## src/rtl/player_pkg.sv

```systemverilog
// Shared types and helpers for the runner player controller: jump states,
// lane-to-pixel mapping and the parameter legality check used at elaboration.
package player_pkg;

   typedef enum logic [1:0] {
      GROUND = 2'd0,
      RISE   = 2'd1,
      FALL   = 2'd2
   } jump_state_t;

   function automatic int unsigned lane_to_x(input int unsigned lane,
                                             input int unsigned lane0_x,
                                             input int unsigned pitch);
      return lane0_x + lane * pitch;
   endfunction

   function automatic bit params_ok(input int num_lanes,
                                    input int start_lane,
                                    input int ground_y,
                                    input int jump_height,
                                    input int tick_div,
                                    input int lane_w);
      return (num_lanes >= 2) && (start_lane >= 0) && (start_lane < num_lanes) &&
             (jump_height >= 1) && (jump_height < ground_y) &&
             (tick_div >= 1) && ((1 << lane_w) >= num_lanes);
   endfunction

endpackage

```

## src/rtl/player_ctrl_tick_gen.sv

```systemverilog
// Free-running motion tick: one-cycle pulse every TICK_DIV clocks.
// Shared with the obstacle scroller.
module tick_gen #(
   parameter int TICK_DIV = 1000000
) (
   input  logic clk,
   input  logic rst,
   output logic tick
);

   localparam int CW = (TICK_DIV > 1) ? $clog2(TICK_DIV) : 1;
   localparam logic [CW-1:0] LAST = CW'(TICK_DIV - 1);

   logic [CW-1:0] count;
   logic [CW-1:0] count_next;

   always_comb begin
      count_next = (count == LAST) ? '0 : count + 1'b1;
   end

   // tick is registered from the next count so it is high exactly while count == LAST
   always_ff @(posedge clk or posedge rst) begin
      if (rst) begin
         count <= '0;
         tick  <= 1'b0;
      end else begin
         count <= count_next;
         tick  <= (count_next == LAST);
      end
   end

endmodule

```

## src/rtl/player_ctrl.sv

```systemverilog
// Lane-based player controller: button edges move the lane (and pixel X),
// a three-state jump FSM walks Y up to the apex and back down on motion ticks.
module player_ctrl
   import player_pkg::*;
#(
   parameter int NUM_LANES   = 3,
   parameter int START_LANE  = 1,
   parameter int LANE0_X     = 140,
   parameter int LANE_PITCH  = 120,
   parameter int GROUND_Y    = 350,
   parameter int JUMP_HEIGHT = 40,
   parameter int TICK_DIV    = 1000000,
   parameter int X_W         = 10,
   parameter int Y_W         = 9,
   parameter int LANE_W      = 2
) (
   input  logic              clk,
   input  logic              rst,
   input  logic              left,
   input  logic              right,
   input  logic              jump,
   output logic [X_W-1:0]    x,
   output logic [Y_W-1:0]    y,
   output logic [LANE_W-1:0] lane,
   output logic              airborne,
   output logic              tick
);

   localparam logic [X_W-1:0]    START_X   = X_W'(lane_to_x(START_LANE, LANE0_X, LANE_PITCH));
   localparam logic [LANE_W-1:0] START_LN  = LANE_W'(START_LANE);
   localparam logic [LANE_W-1:0] LAST_LANE = LANE_W'(NUM_LANES - 1);
   localparam logic [Y_W-1:0]    GROUND_YV = Y_W'(GROUND_Y);
   localparam logic [Y_W-1:0]    APEX_Y    = Y_W'(GROUND_Y - JUMP_HEIGHT);

   if (!params_ok(NUM_LANES, START_LANE, GROUND_Y, JUMP_HEIGHT, TICK_DIV, LANE_W)) begin : g_param_check
      $error("player_ctrl: illegal parameter combination");
   end

   logic left_q, right_q, jump_q;
   logic left_rise, right_rise, jump_rise;
   jump_state_t state, state_next;
   logic [Y_W-1:0] y_next;

   tick_gen #(.TICK_DIV(TICK_DIV)) u_tick_gen (
      .clk  (clk),
      .rst  (rst),
      .tick (tick)
   );

   // History resets high so a button already held at reset release is not a press
   always_ff @(posedge clk or posedge rst) begin
      if (rst) begin
         left_q  <= 1'b1;
         right_q <= 1'b1;
         jump_q  <= 1'b1;
      end else begin
         left_q  <= left;
         right_q <= right;
         jump_q  <= jump;
      end
   end

   assign left_rise  = left  & ~left_q;
   assign right_rise = right & ~right_q;
   assign jump_rise  = jump  & ~jump_q;

   always_ff @(posedge clk or posedge rst) begin
      if (rst) begin
         lane <= START_LN;
         x    <= START_X;
      end else begin
         x <= X_W'(lane_to_x(32'(lane), LANE0_X, LANE_PITCH));
         if (left_rise && !right_rise && lane != '0) begin
            lane <= lane - 1'b1;
         end else if (right_rise && !left_rise && lane < LAST_LANE) begin
            lane <= lane + 1'b1;
         end
      end
   end

   always_ff @(posedge clk or posedge rst) begin
      if (rst) begin
         state    <= GROUND;
         y        <= GROUND_YV;
         airborne <= 1'b0;
      end else begin
         state    <= state_next;
         y        <= y_next;
         airborne <= (state_next != GROUND);
      end
   end

   // Apex is held for one extra tick before falling, giving 2*JUMP_HEIGHT+1 airborne ticks
   always_comb begin
      state_next = state;
      case (state)
         GROUND: if (jump_rise) state_next = RISE;
         RISE:   if (tick && y == APEX_Y) state_next = FALL;
         FALL:   if (tick && (y + 1'b1) == GROUND_YV) state_next = GROUND;
         default: state_next = GROUND;
      endcase
   end

   always_comb begin
      y_next = y;
      case (state)
         RISE:    if (tick && y != APEX_Y) y_next = y - 1'b1;
         FALL:    if (tick) y_next = y + 1'b1;
         default: y_next = GROUND_YV;
      endcase
   end

endmodule

```

## config.mk

```make
export PLATFORM = sky130hd
export DESIGN_NAME = player_ctrl
export DESIGN_NICKNAME = d
export VERILOG_FILES = /design/src/rtl/player_pkg.sv /design/src/rtl/player_ctrl_tick_gen.sv /design/src/rtl/player_ctrl.sv
export SDC_FILE = /design/constraint.sdc
export NUM_CORES = 1
export LEC_CHECK = 0
export BUFFER_PORTS_ARGS = -buffer_cell sky130_fd_sc_hd__buf_2
export CORE_ASPECT_RATIO = 0.75
export CORE_MARGIN = 4
export CORE_UTILIZATION = 45
export DETAILED_ROUTE_END_ITERATION = 10
export GPL_ROUTABILITY_DRIVEN = 0
export PLACE_DENSITY = 0.61
export REMOVE_ABC_BUFFERS = 1
export SETUP_SLACK_MARGIN = 0.15
export SLEW_MARGIN = 20
export SYNTH_ARGS = -nofsm -noshare
export SYNTH_HDL_FRONTEND = slang
export SYNTH_SLANG_ARGS = --single-unit
```

## constraint.sdc

```tcl
create_clock -name clk -period 2.5 [get_ports clk]
set_input_delay 0.5 -clock clk [delete_from_list [all_inputs] [get_ports clk]]
set_output_delay 0.5 -clock clk [all_outputs]
set_load 0.03 [all_outputs]
```

==> key figures, run 1 <==
Yosys
  – Syn Area/Cell: 9.376 µm²
  – Post-synth ARST share: 100.0%
  – Synth Instances: 296
  – Area leader, netlist: dfrtp_1
  – Sequential fraction of the synthesis area: 40.17%
  – YS warnings: 0
  – Most common cell in the netlist: dfrtp_1
  – Yosys reg bits: 44
  – Ys flop type: dfrtp_1
  – EDFF count, synth: 0
  – Yosys cell types: 56
  – Syn Std Cell Area: 2775 µm²
  – Most frequent cells after synthesis: dfrtp_1, nand2_1, nor2_1, inv_1, ha_1
  – Synth top area share: 29.76%
  – Area contributors post-synth: dfrtp_1, dfstp_2, ha_1, nand2_1, xnor2_1

Critical path
  – Critical Path Slowest Stage Cell: dfstp_2
  – Largest stage delay on the critical path: 0.64 ns
  – Critical path cell sequence: ha_2 -> nand3_2 -> xnor2_1 -> a22o_1 -> a31oi_1 -> a211oi_1 -> o31ai_1
  – Crit path arrival time: 2.37 ns
  – Critical Path Source Type: flip-flop
  – Worst-path maximum fanout: 9
  – Setup crit end kind: flip-flop
  – WP buf/inv: 0
  – Setup CP Type: reg -> reg
  – WP data required: 2.69 ns
  – CP delay by family, top: compound AO/OA/AOI/OAI gates

STA
  – Final hold viol count: 0
  – Setup TNS: 0 ns
  – Fmax: 458.3 MHz
  – Worst Hold Slack: 0.1616 ns
  – Final Max Slew Viols: 0
  – Final setup fails: 0
  – Period utilization: 87.27%
  – RSZ-0062 raised after global routing: false
  – Min Tclk post-route: 2.182 ns
  – Setup Skew: 0.008997 ns

Die
  – Row count: 24
  – Core area: 5886 µm²
  – Die width: 98.68 µm
  – Ports: 28
  – DIE AREA: 7501 µm²
  – Initial core utilization: 47.15%
  – Die H: 76.01 µm

Route
  – TritonRoute pass-1 iters: 5
  – Vias per cell: 5.468
  – Initial drt markers: 142
  – Detailed-route DRC error count: 0
  – Vias after detailed routing: 2187
  – WL/cell: 14.94 µm
  – Total wire length: 5975 µm
  – Detail Route Antenna Nets: 0

Clocking
  – H-tree levels: 2
  – Root Driver: clkbuf_8
  – Hold Buf Count CTS: 0
  – Clk buf depth: 2
  – Clk sinks: 44
  – TritonCTS clock tree: yes
  – Worst-path clk slew: 0.08 ns
  – CTS buffer count: 5
  – Worst skew pair latency: 0.30 ns

Finish
  – Diodes inserted: 0
  – Nets: 341
  – Area growth from synthesis to layout: 11.50%
  – Layout cells sized above 1: 20.81%
  – # fillers: 587

Pwr
  – Cell Pwr Density: 882.6 nW/µm²
  – Leak: 1.359 nW
  – Max VDD drop: 0.0006888 V

GRT
  – Total gr overflow: 0
  – Initial antenna violation count: 0
  – Total Routing Usage GR: 16.85%
  – Largest net degree at the start of global routing: 20
  – Vias in the first global route: 2113
  – First-pass GRT wire length: 10380 µm

Hold path
  – Worst min path class: in -> async

Outcome
  – Outcome: finished, final reports clean

Placement
  – DP HPWL: 4431 µm
  – Port buffer count: 24

Flow run
  – Max-cap viol count: 0
final cells by class:
type	count	area, µm²	share of cell area [%]
multi-input cells	219	1504	48.60
flip-flops and latches	44	1115	36.03
repair buffers	32	180.2	5.823
well taps	78	97.59	3.154
clock buffers	7	96.34	3.114
inverters	19	71.32	2.305
clock inverters	1	30.03	0.9705
flip-flops by register name, summed over array words and instances (netlist names):
name	count
y	9
u_tick_gen.tick	1
airborne	1
lane	2
jump_q	1
u_tick_gen.count	20
right_q	1
x	6
left_q	1
state	2
layer usage:
| metal | routed length, µm | GRT usage, % |
|---|---|---|
| met1 | 3239 | 26.91 |
| met2 | 2321 | 22.00 |
| met3 | 344 | 4.117 |
| met4 | 70 | 5.048 |
| met5 | 0 | 0 |
cell families (layout without fill, tap and decap cells):
logic type                 count (synthesis)  after routing  synth area share [%]
muxes                                      3              3                 1.082
xor gates and xnor gates                  23             23                 7.259
and+or+nand+nor                          118            118                 24.93
buffers and inverters                     34             59                 6.041
DFF                                       44             44                 40.17
AOI/OAI and AO/OA                         57             57                 13.48
other                                      2              3                0.2706
adders and majority gates                 15             15                 6.763
metrics by stage:
stage | setup WS (ns) | std cells | instance area, µm² | util [%] | total power, W
6_report | 0.3182 | 400 | 3094 | 52.57 | 0.002731
5_1_grt | 0.1503 | 400 | 3094 | 52.57 | 0.002926
4_1_cts | 0.2399 | 400 | 3087 | 52.44 | 0.002758
3_5_place_dp | 0.2781 | 392 | 2960 | 50.30 | 0.002151
3_3_place_gp | 0.3886 | 392 | 2960 | 50.30 | 0.002131
2_1_floorplan | 0.4381 | 282 | 2683 | - | 0.001822
report_power, final:
group	leakage [nW]	internal, W	total [W]	switching (W)
registers	0.543	0.000887	0.00108	0.000197
clock network	0.0645	0.000353	0.000593	0.000240
logic	0.751	0.000370	0.00105	0.000684
total	1.36	0.00161	0.00273	0.00112
layout by cell type (no fill, tap or decap), types with 10 or more instances in the layout:
cell type	instances
a21oi_1	14
buf_2	24
dfrtp_1	33
dfstp_2	11
ha_1	14
inv_1	17
nand2_1	30
nand3_1	11
nor2_1	19
o21ai_0	10
xnor2_1	12
xor2_1	11
final timing paths:
check                               startpoint                   to  slack (ns)  cells after the start
max                                       y[1]             airborne        0.32                      7
min                                        rst                 y[0]        0.16                      2
max reg2reg                               y[1]             airborne        0.32                      7
min reg2reg                u_tick_gen.count[0]  u_tick_gen.count[0]        0.51                      1
max in group asynchronous                  rst               left_q        1.72                      3
min in group clk                         right              right_q        0.31                      1
timing repair:
action | 4_1_cts | 5_1_grt
hold endpoints to repair | 0 | 0
setup endpoints to repair | 0 | 2
buffers inserted | 0 | 0
resized for setup | 0 | 2
No activity file was read; power rests on OpenSTA's default activity.
==> run 2, diff against run 1 <==
--- a/config.mk
+++ b/config.mk
@@ -12,7 +12,6 @@
 export DETAILED_ROUTE_END_ITERATION = 10
 export GPL_ROUTABILITY_DRIVEN = 0
 export PLACE_DENSITY = 0.61
-export REMOVE_ABC_BUFFERS = 1
 export SETUP_SLACK_MARGIN = 0.15
 export SLEW_MARGIN = 20
 export SYNTH_ARGS = -nofsm -noshare
==> run 2 against run 1 <==
  * Critical path type unchanged
  * Routed wire length shrank 3.0%
  * Sequential share of layout area grew 0.68 points
  * Non-clock buffer count shrank 3
  * Via count shrank 2.4%
==> key figures, run 2 (synthesis gave the netlist of run 1 again) <==
Outcome
  – Outcome: finished, final reports clean (unchanged)

Finish
  – Largest reg by FF count: u_tick_gen.count (unchanged)
  – Commonest non-fill, non-tap cells in the layout: dfrtp_1, nand2_1, buf_2 (unchanged)
  – Biggest regs: u_tick_gen.count x20, y x9, x x6 (unchanged)
  – Final Core Density: 51.59% (was 52.57%)
  – Finished Cell Area: 3037 µm² (was 3094 µm²)
  – Commonest non-fill, non-tap cell in the layout: dfrtp_1 (unchanged)
  – Nets: 338 (was 341)
  – Area of the multi-input gates: 1501 µm² (was 1504 µm²)
  – Layout cells sized above 1: 19.44% (was 20.81%)
  – Diodes inserted: 0 (unchanged)
  – Area growth from synthesis to layout: 9.423% (was 11.50%)
  – Max reg flops: 20 (unchanged)
  – FF/Latch Area: 1115 µm² (unchanged)
  – # fillers: 562 (was 587)

Critical path
  – Largest stage delay on the critical path: 0.65 ns (was 0.64 ns)
  – Critical Path Source Type: flip-flop (unchanged)
  – Setup slack, reg-to-reg: 0.39 ns (was 0.32 ns)
  – Worst R2R Path Depth: 7 (unchanged)
  – FF-to-FF End: airborne (unchanged)
  – CP Depth: 7 (unchanged)
  – CP delay by family, top: compound AO/OA/AOI/OAI gates (unchanged)
  – Worst-path maximum fanout: 9 (unchanged)
  – Critical path cell sequence: ha_1 -> nand3_2 -> xnor2_1 -> a22o_1 -> a31oi_1 -> a211oi_1 -> o31ai_1 (was ha_2 -> nand3_2 -> xnor2_1 -> a22o_1 -> a31oi_1 -> a211oi_1 -> o31ai_1)
  – Setup CP Type: reg -> reg (unchanged)
  – WP buf/inv: 0 (unchanged)
  – Crit path arrival time: 2.32 ns (was 2.37 ns)
  – Critical Path Slowest Stage Cell: dfstp_2 (unchanged)
  – Reg2Reg Launch Point: y[1] (unchanged)
  – Setup crit end kind: flip-flop (unchanged)
  – WP data required: 2.71 ns (was 2.69 ns)

GRT
  – First-pass GRT wire length: 10030 µm (was 10380 µm)
  – Initial antenna violation count: 0 (unchanged)
  – Total gr overflow: 0 (unchanged)
  – Vias in the first global route: 2078 (was 2113)
  – Total Routing Usage GR: 16.29% (was 16.85%)
  – Largest net degree at the start of global routing: 45 (was 20)

Die
  – Die H: 76.01 µm (unchanged)
  – Row count: 24 (unchanged)
  – Core area: 5886 µm² (unchanged)
  – DIE AREA: 7501 µm² (unchanged)
  – Die width: 98.68 µm (unchanged)
  – Ports: 28 (unchanged)
  – Initial core utilization: 47.15% (unchanged)

STA
  – Slew Limit Headroom: 62.99%
  – Setup Skew: 0.003807 ns (was 0.008997 ns)
  – Fmax: 472.9 MHz (was 458.3 MHz)
  – Final setup fails: 0 (unchanged)
  – RSZ-0062 raised after global routing: false (unchanged)
  – Final hold viol count: 0 (unchanged)
  – Setup TNS: 0 ns (unchanged)
  – Min Tclk post-route: 2.115 ns (was 2.182 ns)
  – Worst-margin pin slew: 0.5551 ns
  – Worst Hold Slack: 0.3003 ns (was 0.1616 ns)
  – Period utilization: 84.58% (was 87.27%)
  – Final Max Slew Viols: 0 (unchanged)

Route
  – Initial drt markers: 124 (was 142)
  – WL/cell: 14.60 µm (was 14.94 µm)
  – Detailed-route DRC error count: 0 (unchanged)
  – Vias after detailed routing: 2134 (was 2187)
  – Total wire length: 5795 µm (was 5975 µm)
  – Detail Route Antenna Nets: 0 (unchanged)
  – Vias per cell: 5.375 (was 5.468)
  – TritonRoute pass-1 iters: 4 (was 5)

Hold path
  – Worst min path class: in -> reg (was in -> async)
  – Hold depth: 1
  – Worst hold endpoint: right_q
  – Worst hold start: right

Placement
  – DP HPWL: 4194 µm (was 4431 µm)
  – Placed cell area: 2938 µm² (was 2960 µm²)
  – Port buffer count: 24 (unchanged)

Clocking
  – Worst skew pair latency: 0.30 ns (about the same)
  – Worst-path clk slew: 0.08 ns (about the same)
  – Clk buf depth: 2 (unchanged)
  – CTS buffer count: 5 (unchanged)
  – H-tree levels: 2 (unchanged)
  – Clk sinks: 44 (unchanged)
  – TritonCTS clock tree: yes (unchanged)
  – Root Driver: clkbuf_8 (unchanged)

Pwr
  – Cell Pwr Density: 854.7 nW/µm² (was 882.6 nW/µm²)
  – Overall Power: 0.002596 W (was 0.002731 W)
  – Leak: 1.326 nW (was 1.359 nW)
  – Max VDD drop: 0.0009161 V (was 0.0006888 V)

Flow run
  – Max-cap viol count: 0 (unchanged)
## run 2: metrics by stage
step | std cells | setup slack [ns]
after global placement | 389 | 0.4531
after floorplan | 297 | 0.4688
after global routing | 397 | 0.1764
final | 397 | 0.3854
after detailed placement | 389 | 0.3268
after CTS | 397 | 0.3319
## run 2: worst max-delay path by stage
| stage | to | startpoint |
|---|---|---|
| 2_1_floorplan | airborne | y[1] |
| 3_3_place_gp | y[7] | y[0] |
| 3_5_place_dp | airborne | y[1] |
| 4_1_cts | airborne | y[1] |
| 5_1_grt | y[7] | y[0] |
| 6_report | airborne | y[1] |
## run 2: worst reg2reg max path: stages, from the launching register on
cell	delay, ns
dfstp_2	0.65
ha_1	0.28
nand3_2	0.17
xnor2_1	0.17
a22o_1	0.22
a31oi_1	0.24
a211oi_1	0.10
o31ai_1	0.20
## run 2: routing by layer
layer  track usage, %  part of all wire (%)  wire [µm]
met5                0                     0          0
met4            4.366                  0.79         46
met3            3.934                   6.2        362
met2            22.47                    41       2367
met1            25.17                    52       3019
## run 2: area by class of cell
| type | instances | share of cell area [%] |
|---|---|---|
| clock buffers | 7 | 2.843 |
| clock inverters | 1 | 0.2472 |
| inverters | 19 | 2.349 |
| multi-input cells | 219 | 49.44 |
| flip-flops and latches | 44 | 36.71 |
| well taps | 78 | 3.214 |
| repair buffers | 29 | 5.192 |
## run 2: report_power, final
group / leakage, nW / total, W / internal, W / switching, W
Clock: 0.0445 / 0.000472 / 0.000225 / 0.000247
Combinational: 0.739 / 0.00104 / 0.000368 / 0.000669
Sequential: 0.543 / 0.00109 / 0.000887 / 0.000200
Total: 1.33 / 0.00260 / 0.00148 / 0.00112
## run 2: repair_timing
action,4_1_cts,5_1_grt
buffers inserted,0,0
endpoints found under the setup margin,0,3
gates resized for setup,0,2
hold buffers,0,0
==> run 3, diff against run 2 <==
--- a/config.mk
+++ b/config.mk
@@ -5,13 +5,14 @@
 export SDC_FILE = /design/constraint.sdc
 export NUM_CORES = 1
 export LEC_CHECK = 0
+export ABC_AREA = 1
 export BUFFER_PORTS_ARGS = -buffer_cell sky130_fd_sc_hd__buf_2
 export CORE_ASPECT_RATIO = 0.75
 export CORE_MARGIN = 4
 export CORE_UTILIZATION = 45
 export DETAILED_ROUTE_END_ITERATION = 10
 export GPL_ROUTABILITY_DRIVEN = 0
-export PLACE_DENSITY = 0.61
+export PLACE_DENSITY = 0.63
 export SETUP_SLACK_MARGIN = 0.15
 export SLEW_MARGIN = 20
 export SYNTH_ARGS = -nofsm -noshare
==> constraint.sdc (replaced) <==
create_clock -name clk -period 1.9 [get_ports clk]
set_input_delay 0.38 -clock clk [delete_from_list [all_inputs] [get_ports clk]]
set_output_delay 0.38 -clock clk [all_outputs]
set_load 0.03 [all_outputs]
==> run 3 against run 2 <==
  * Power up 47%
  * Critical path depth up 2
  * Design area up 14%
  * Global-route usage up 2.2 points
  * Core utilization up 7.1 points
  * Critical endpoint is now y[7]
==> key figures, run 3 <==
Pwr
  – P_sw: 0.001592 W (was 0.001116 W)
  – Clock power frac: 20.3% (was 18.2%)
  – Cell Pwr Density: 1103 nW/µm² (was 854.7 nW/µm²)
  – Reg power frac: 34.1% (was 41.9%)
  – Internal power: 0.002219 W (was 0.001479 W)
  – Max VDD drop: 0.0009637 V (was 0.0009161 V)
  – Leak: 1.684 nW (was 1.326 nW)
  – Sw Share: 41.77% (was 43.01%)
  – Comb pwr share: 45.6% (was 39.9%)

Critical path
  – Setup CP Type: reg -> reg (unchanged)
  – WP data required: 2.11 ns (was 2.71 ns)
  – Worst-path maximum fanout: 3 (was 9)
  – Critical Path Source Type: flip-flop (unchanged)
  – Setup crit end kind: flip-flop (unchanged)
  – Crit path arrival time: 1.95 ns (was 2.32 ns)

Route
  – Vias per cell: 4.974 (was 5.375)
  – TritonRoute pass-1 iters: 4 (unchanged)
  – Total wire length: 6794 µm (was 5795 µm)
  – Detail Route Antenna Nets: 0 (unchanged)
  – Detailed-route DRC error count: 0 (unchanged)
  – Initial drt markers: 187 (was 124)
  – WL/cell: 13.64 µm (was 14.60 µm)
  – Vias after detailed routing: 2477 (was 2134)

GRT
  – Total gr overflow: 0 (unchanged)
  – Largest net degree at the start of global routing: 28 (was 45)
  – Initial antenna violation count: 0 (unchanged)
  – Total Routing Usage GR: 18.49% (was 16.29%)
  – Vias in the first global route: 2247 (was 2078)
  – First-pass GRT wire length: 10890 µm (was 10030 µm)

Placement
  – Placed Instances: 478 (was 389)
  – Port buffer count: 24 (unchanged)
  – DP HPWL: 4941 µm (was 4194 µm)

STA
  – RSZ-0062 raised after global routing: true (was false)
  – Final hold viol count: 0 (unchanged)
  – Final setup fails: 0 (unchanged)
  – Fmax: 574.6 MHz (was 472.9 MHz)
  – Min Tclk post-route: 1.740 ns (was 2.115 ns)
  – Period utilization: 91.59% (was 84.58%)
  – Setup Skew: 0.01146 ns (was 0.003807 ns)
  – Final Max Slew Viols: 0 (unchanged)
  – Setup TNS: 0 ns (unchanged)

Finish
  – Diodes inserted: 0 (unchanged)
  – FF/Latch Area: 1117 µm² (was 1115 µm²)
  – Finished Layout Cells: 498 (was 397)
  – Commonest non-fill, non-tap cell in the layout: nand2_1 (was dfrtp_1)
  – Area growth from synthesis to layout: 24.98% (was 9.423%)
  – Nets: 439 (was 338)
  – Biggest regs: u_tick_gen.count x20, y x9, x x6 (unchanged)
  – Largest reg by FF count: u_tick_gen.count (unchanged)
  – Layout cells sized above 1: 27.86% (was 19.44%)
  – Area of the multi-input gates: 1584 µm² (was 1501 µm²)
  – Commonest non-fill, non-tap cells in the layout: nand2_1, inv_1, nor2_1 (was dfrtp_1, nand2_1, buf_2)
  – # fillers: 552 (was 562)
  – Max reg flops: 20 (unchanged)

Clocking
  – CTS buffer count: 5 (unchanged)
  – Hold Buf Count CTS: 0 (unchanged)
  – TritonCTS clock tree: yes (unchanged)
  – H-tree levels: 2 (unchanged)
  – Worst-path clk slew: 0.10 ns (was 0.08 ns)
  – Root Driver: clkbuf_8 (unchanged)
  – Clk buf depth: 2 (unchanged)
  – Worst skew pair latency: 0.30 ns (about the same)
  – Clk sinks: 44 (unchanged)

Yosys
  – Yosys reg bits: 44 (unchanged)
  – Syn Std Cell Area: 2765 µm² (was 2775 µm²)
  – Synth Instances: 372 (was 296)
  – Post-synth ARST share: 100.0% (unchanged)
  – Area leader, netlist: dfrtp_1 (unchanged)
  – YS warnings: 0 (unchanged)
  – Ys flop type: dfrtp_1 (unchanged)
  – Synth top area share: 29.86% (was 29.76%)
  – Sequential fraction of the synthesis area: 40.32% (was 40.17%)
  – Area contributors post-synth: dfrtp_1, dfstp_2, nand2_1, inv_1, ha_1 (was dfrtp_1, dfstp_2, ha_1, nand2_1, xnor2_1)
  – EDFF count, synth: 0 (unchanged)
  – Most common cell in the netlist: nand2_1 (was dfrtp_1)
  – Yosys cell types: 33 (was 56)
  – Syn Area/Cell: 7.433 µm² (was 9.376 µm²)
  – Most frequent cells after synthesis: nand2_1, inv_1, nor2_1, nand3_1, dfrtp_1 (was dfrtp_1, nand2_1, nor2_1, inv_1, ha_1)

Die
  – DIE AREA: 7476 µm² (was 7501 µm²)
  – Core area: 5886 µm² (unchanged)
  – Ports: 28 (unchanged)
  – Die width: 98.52 µm (was 98.68 µm)
  – Row count: 24 (unchanged)
  – Initial core utilization: 46.98% (was 47.15%)
  – Die H: 75.89 µm (was 76.01 µm)

Hold path
  – Worst min path class: in -> async (was in -> reg)

Flow run
  – Max-cap viol count: 0 (unchanged)

Outcome
  – Outcome: finished, final reports clean (unchanged)
==> run 3: metal layers <==
layer	GRT usage (%)	wire [µm]	vias up
li1	-	-	1256
met5	0	0	-
met1	29.41	3518	1135
met4	4.242	73	0
met2	24.94	2641	76
met3	4.300	560	10
==> run 3: critical path: stages (launching register included) <==
cell and delay (ns):
dfstp_2 0.59, ha_4 0.14, nand3_2 0.07, nor3_2 0.14, nand3_1 0.09, nand2_1 0.09, nand2_2 0.10, buf_4 0.15
buf_4 0.13, o21ai_0 0.15
==> run 3: cell families after synthesis <==
group,synth area share [%]
other,0.2716
DFF,40.32
xor gates and xnor gates,5.385
adders and majority gates,6.787
and+or+nand+nor,29.87
buffers and inverters,10.45
AOI/OAI and AO/OA,6.923
==> run 3: power by group through the flow <==
stage / registers (W) / logic (W) / clock network, W
finish: 0.00130 / 0.00174 / 0.000773
global route: 0.00133 / 0.00190 / 0.000839
CTS: 0.00129 / 0.00160 / 0.000790
detailed placement: 0.00129 / 0.00146 / 0
global placement: 0.00130 / 0.00145 / 0
floorplan: 0.00162 / 0.000724 / 0
==> run 3: final timing paths <==
path                       depth (start not counted)                   end  slack [ns]  startpoint
max                                                9                  y[7]        0.16        y[1]
min                                                3  u_tick_gen.count[13]        0.08         rst
max reg2reg                                        9                  y[7]        0.16        y[1]
min reg2reg                                        1                  x[3]        0.51     lane[0]
max in group asynchronous                          3                left_q        1.45         rst
min in group clk                                   1                left_q        0.18        left
==> run 3: metrics by stage <==
| stage | power, W | setup slack [ns] | hold slack [ns] | area (µm²) | utilization (%) |
|---|---|---|---|---|---|
| after floorplan | 0.002341 | 0.1275 | 0.3845 | 2790 | - |
| after global placement | 0.002743 | 0.03704 | 0.4107 | 3038 | 51.62 |
| after detailed placement | 0.002753 | 0.04384 | 0.4154 | 3038 | 51.62 |
| after CTS | 0.003680 | 0.1418 | 0.08445 | 3273 | 55.61 |
| after global routing | 0.004068 | 0.03640 | 0.09399 | 3456 | 58.72 |
| final | 0.003811 | 0.1598 | 0.08214 | 3456 | 58.72 |
==> run 3: area by class of cell <==
type / instances / share of cell area (%)
flip-flops and latches: 44 / 32.33
multi-input cells: 257 / 45.84
clock buffers: 6 / 2.390
well taps: 78 / 2.824
clock inverters: 2 / 1.122
inverters: 65 / 7.133
repair buffers: 46 / 8.364
==> run 3: timing repair <==
| action | CTS | global route |
|---|---|---|
| setup endpoints to repair | 9 | 13 |
| pin swaps | 9 | 17 |
| buffers inserted | 4 | 8 |
| hold endpoints to repair | 0 | 0 |
| gates resized for setup | 18 | 32 |
